**config.mk**
```make
export PLATFORM = sky130hd
export DESIGN_NAME = ram_port_arbiter
export DESIGN_NICKNAME = d
export VERILOG_FILES = /design/src/rtl/ram_port_arbiter.sv
export SDC_FILE = /design/constraint.sdc
export NUM_CORES = 1
export LEC_CHECK = 0
export BUFFER_PORTS_ARGS = -buffer_cell sky130_fd_sc_hd__buf_4
export CAP_MARGIN = 20
export CORE_AREA = 4 4 201 203
export CTS_BUF_LIST = sky130_fd_sc_hd__clkbuf_4
export DETAILED_ROUTE_END_ITERATION = 8
export DIE_AREA = 0 0 205 207
export GPL_ROUTABILITY_DRIVEN = 0
export PLACE_DENSITY = 0.44
export SKIP_LAST_GASP = 1
export SYNTH_ARGS = -nofsm -noshare
export SYNTH_HDL_FRONTEND = slang
export SYNTH_SLANG_ARGS = --single-unit
```
**constraint.sdc**
```tcl
create_clock -name clock -period 2 [get_ports clock]
set_input_delay 0.4 -clock clock [delete_from_list [all_inputs] [get_ports clock]]
set_output_delay 0.4 -clock clock [all_outputs]
set_load 0.05 [all_outputs]
```
**src/rtl/ram_port_arbiter.sv**
```systemverilog
// Shares one RAM port between instruction fetch (I) and data (D) requesters.
// Ports: clock/reset; i_cmd_*/i_rsp_* fetch; d_cmd_*/d_rsp_* data; ram_* RAM port.
module ram_port_arbiter #(
  parameter logic [63:0] BASE_ADDR = 64'h8000_0000
) (
  input  logic        clock,
  input  logic        reset,
  input  logic        i_cmd_valid,
  output logic        i_cmd_ready,
  input  logic [63:0] i_cmd_addr,
  output logic        i_rsp_valid,
  output logic [31:0] i_rsp_data,
  input  logic        d_cmd_valid,
  output logic        d_cmd_ready,
  input  logic [63:0] d_cmd_addr,
  input  logic        d_cmd_wen,
  input  logic [63:0] d_cmd_wdata,
  input  logic [7:0]  d_cmd_wstrb,
  output logic        d_rsp_valid,
  output logic [63:0] d_rsp_data,
  output logic        ram_en,
  output logic [27:0] ram_idx,
  output logic        ram_wen,
  output logic [63:0] ram_wdata,
  output logic [63:0] ram_wmask,
  input  logic [63:0] ram_rdata
);

  localparam logic [0:0] IDLE = 1'b0;
  localparam logic [0:0] WAIT = 1'b1;
  localparam logic GNT_I = 1'b0;
  localparam logic GNT_D = 1'b1;

  logic [0:0]  state;
  logic        last_grant;
  logic        owner;
  logic        hi_word;
  logic [31:0] i_hold;
  logic [63:0] d_hold;

  logic        idle;
  logic        gnt_d;
  logic        i_acc;
  logic        d_acc;
  logic        rd_acc;
  logic [63:0] sel_addr;
  logic [63:0] off;
  logic [31:0] i_word;
  logic        unused_off;

  // Both valid: the side that did not win last time takes the port.
  always_comb begin
    idle     = (state == IDLE) && !reset;
    gnt_d    = d_cmd_valid &&
               (!i_cmd_valid || last_grant == GNT_I);
    d_acc    = idle && gnt_d;
    i_acc    = idle && i_cmd_valid && !gnt_d;
    rd_acc   = i_acc || (d_acc && !d_cmd_wen);
    sel_addr = d_acc ? d_cmd_addr : i_cmd_addr;
    // Wraps modulo 2^64 for addresses below the base.
    off      = sel_addr - BASE_ADDR;
  end

  assign unused_off = ^{off[63:31], off[1:0]};

  always_comb begin
    i_cmd_ready = i_acc;
    d_cmd_ready = d_acc;
    ram_en      = i_acc || d_acc;
    ram_idx     = ram_en ? off[30:3] : 28'd0;
    ram_wen     = d_acc && d_cmd_wen;
    ram_wdata   = ram_wen ? d_cmd_wdata : 64'd0;
    ram_wmask   = 64'd0;
    for (int k = 0; k < 8; k++) begin
      ram_wmask[8*k +: 8] = {8{ram_wen && d_cmd_wstrb[k]}};
    end
  end

  always_comb begin
    i_word      = hi_word ? ram_rdata[63:32]
                          : ram_rdata[31:0];
    i_rsp_valid = (state == WAIT) && !reset &&
                  (owner == GNT_I);
    d_rsp_valid = (state == WAIT) && !reset &&
                  (owner == GNT_D);
    i_rsp_data  = i_rsp_valid ? i_word : i_hold;
    d_rsp_data  = d_rsp_valid ? ram_rdata : d_hold;
  end

  always_ff @(posedge clock) begin
    if (reset) begin
      state      <= IDLE;
      last_grant <= GNT_I;
      owner      <= GNT_I;
      hi_word    <= 1'b0;
      i_hold     <= 32'd0;
      d_hold     <= 64'd0;
    end else begin
      if (i_acc || d_acc) begin
        last_grant <= d_acc ? GNT_D : GNT_I;
      end
      if (rd_acc) begin
        state   <= WAIT;
        owner   <= d_acc ? GNT_D : GNT_I;
        hi_word <= off[2];
      end
      if (state == WAIT) begin
        state <= IDLE;
      end
      if (i_rsp_valid) begin
        i_hold <= i_word;
      end
      if (d_rsp_valid) begin
        d_hold <= ram_rdata;
      end
    end
  end

endmodule

```
==> run summary <==
Clk Latency, worst-skew pair = 480 ps
Layout cell share with drive strength beyond 1 = 66.1%
Leakage = 5.73 nW
Crit Reg-Reg Endpoint = hi_word
Reg2reg path depth = 8
Vias per cell = 3.68
Failing checks = negative setup slack
Final Hold Slack = 259 ps
Cell variety after synth = 27
Port Buffers = 456
Placed insts = 1546
R2R Path Start = last_grant
RSZ-0062 raised after global routing = true
Max incr delay on CP = 370 ps
DRT Pass-1 Iters = 6
Largest net degree at the start of global routing = 97
Total GRT Usage = 11.5%
CP Class = reg2out
Met3 Wirelength = 2760 µm
Boundary pin count = 527
Finished Layout Cells = 1612
Synth warn = 0
CTS buffer count = 9
Bufs and invs on worst path = 3
Crit start category = flip-flop
Fin. max-slew vios = 0
Post-Route WL = 26600 µm
Pwr dens = 468 mW/mm²
WL met2 = 13900 µm
Min Clock Period, post-route = 2290 ps
Fin area = 0.0122 mm²
DRC = 0
Fmax achieved = 0.436 GHz
Final core occ = 31.8%
Area of the multi-input gates = 0.00355 mm²
Cell family with most CP delay = simple AND/OR/NAND/NOR gates
Synthesized instance count = 642
Final worst-path setup slack = -295 ps
Dpl hpwl = 19300 µm
CTS H-tree lvls = 3
Wirelength per Cell = 16.5 µm
Arr. time, crit path = 1890 ps
Worst Path Max Fanout = 8
Setup TNS Final = -54950 ps
Clock Pin Slew Worst Setup and Hold Paths = 150 ps
Rel. slew slack = 43.0%
Count of clock tree sinks = 100
Post-placement cell area = 0.00997 mm²
Final Skew = 13.2 ps
Critical path startpoint = last_grant
Worst setup endpoint = ram_wmask[17]
Max cap viols = 0
Final nets = 1356
Core Rows = 72
Vias in the first global route = 6008
Full die area = 0.0424 mm²
Vias post-DR = 5936
Sequential cell area = 0.00201 mm²
Core area = 0.0385 mm²
Synthesis-to-layout area growth = 111%
Gr ovfl total = 0
Outcome = finished with violations
R2r setup slk = 400 ps
Synth Register Bits = 100
Maximum vdd drop = 294 µV
Synthesized area per cell = 9.06 µm²
Most Frequent Cell on Critical Path = buf_6
Worst-margin pin slew = 856 ps
Fill count = 3991
Fin. Hold Viols = 0
Initial antenna violation count = 3
CP cell instances = a21boi_4, and3_4, buf_6, buf_6, and2_4, buf_8
Min-Delay Path Class = in2reg
Initial DRC Count = 208
Initial Utilization = 15.1%
Final period util = 115%
Die Height = 207 µm
Post-synthesis instance area = 0.00582 mm²
Met1 wire length = 9690 µm
CTS tree = yes
Clk root buf = clkbuf_4
Stages on the worst setup path = 6
Register area share after synthesis = 34.4%
Clk buf depth = 2
Syn_nets = 911
Top Layer Used = met5
Setup Viol. Count Final = 255
Post-DRT Antenna Nets = 0
CP endpoint kind = output port
First-pass GRT wire length = 37800 µm
Slowest-stage cell, CP = dfxtp_2
Die Wd = 205 µm
Worst Path Required = 1600 ps
## power breakdown
part	switching, mW	total, mW	internal, mW
clock network	0.710	1.37	0.658
logic	1.29	2.30	1.01
registers	0.0208	2.07	2.05
total	2.02	5.73	3.71
## cell families after synthesis
| kind of cell | Yosys count | synth area share [%] |
|---|---|---|
| AO/OA/AOI/OAI | 68 | 7.20 |
| buffers and inverters | 109 | 12.2 |
| flip-flops | 100 | 34.4 |
| multiplexers | 97 | 21.2 |
| AND/OR/NAND/NOR | 268 | 25.0 |
## stage by stage
stage          total power [mW]  setup slack (ps)
2_1_floorplan              3.34              -152
3_3_place_gp               4.10             -97.9
3_5_place_dp               4.11             -90.7
4_1_cts                    5.80              -381
5_1_grt                    6.05              -432
6_report                   5.73              -295
## per-layer routing
metal / vias up / track usage, %
met3: 12 / 5.00
met1: 2758 / 12.3
met5: - / 0
met2: 244 / 21.0
li1: 2920 / -
met4: 2 / 2.31
## worst min-delay path by stage
stage,start,to,slack (ps),cells after the start
floorplan,last_grant,last_grant,480,1
global placement,last_grant,last_grant,520,1
detailed placement,last_grant,last_grant,510,1
CTS,d_cmd_wen,owner,160,4
global route,d_cmd_wen,owner,190,4
finish,d_cmd_wen,owner,260,4
## registers in the layout, indices dropped and copies added (netlist names)
name	flops
d_hold	64
hi_word	1
i_hold	32
last_grant	1
owner	1
state	1
## cell usage after synthesis
cell type  number  area [µm²]
o22ai_1         1        6.26
mux2_4         49         736
nor3_1          3        15.0
nor2_1         34         128
a21oi_2        17         149
nand2_1        58         218
o21ai_0         2        10.0
nor3b_2         1        12.5
nand3_2         1        10.0
a21oi_1        45         225
clkbuf_1       20        75.1
buf_1           1        3.75
and2_1        168        1050
buf_2          14        70.1
mux2_2         15         169
dfxtp_1       100        2000
inv_1           5        18.8
clkinv_2        1        5.00
buf_6           7        78.8
or3_1           1        6.26
buf_4          61         458
nand2b_1        1        6.26
a2bb2oi_1       1        8.76
a21boi_2        1        11.3
mux2i_1        33         330
a311oi_1        1        8.76
and3_1          1        6.26
## cell usage in the layout, fill, tap and decap left out, drive strengths merged
cell	count
nor2	34
o22ai	1
and3	1
dfxtp	100
nand2b	1
nand3	1
clkinv	3
or3	1
nor3	3
clkbuf	16
bufinv	3
o21ai	2
inv	5
a311oi	1
a2bb2oi	1
bufbuf	1
mux2i	33
buf	531
mux2	64
nor3b	1
and2	168
nand2	58
diode	2
a21boi	1
a21oi	62
## worst min-delay path, cell delays in order
cell and delay (ps):
buf_4 100, nor3_1 40, o22ai_1 110, nor2_1 50
## what timing repair did
item,4_1_cts,5_1_grt
cloned,7,5
resized for setup,295,111
setup endpoints to repair,258,258
hold buffers,0,0
pin swaps,17,16
setup buffers,26,10
## layout make-up
cell class / instances / share of cell area (%)
clock inverters: 5 / 0.817
multi-input cells: 433 / 29.0
well taps: 518 / 5.29
diodes: 2 / 0.0409
clock buffers: 11 / 0.674
flip-flops and latches: 100 / 16.4
inverters: 6 / 0.235
repair buffers: 537 / 47.6
Note: power is estimated with default switching activity, not from simulation.
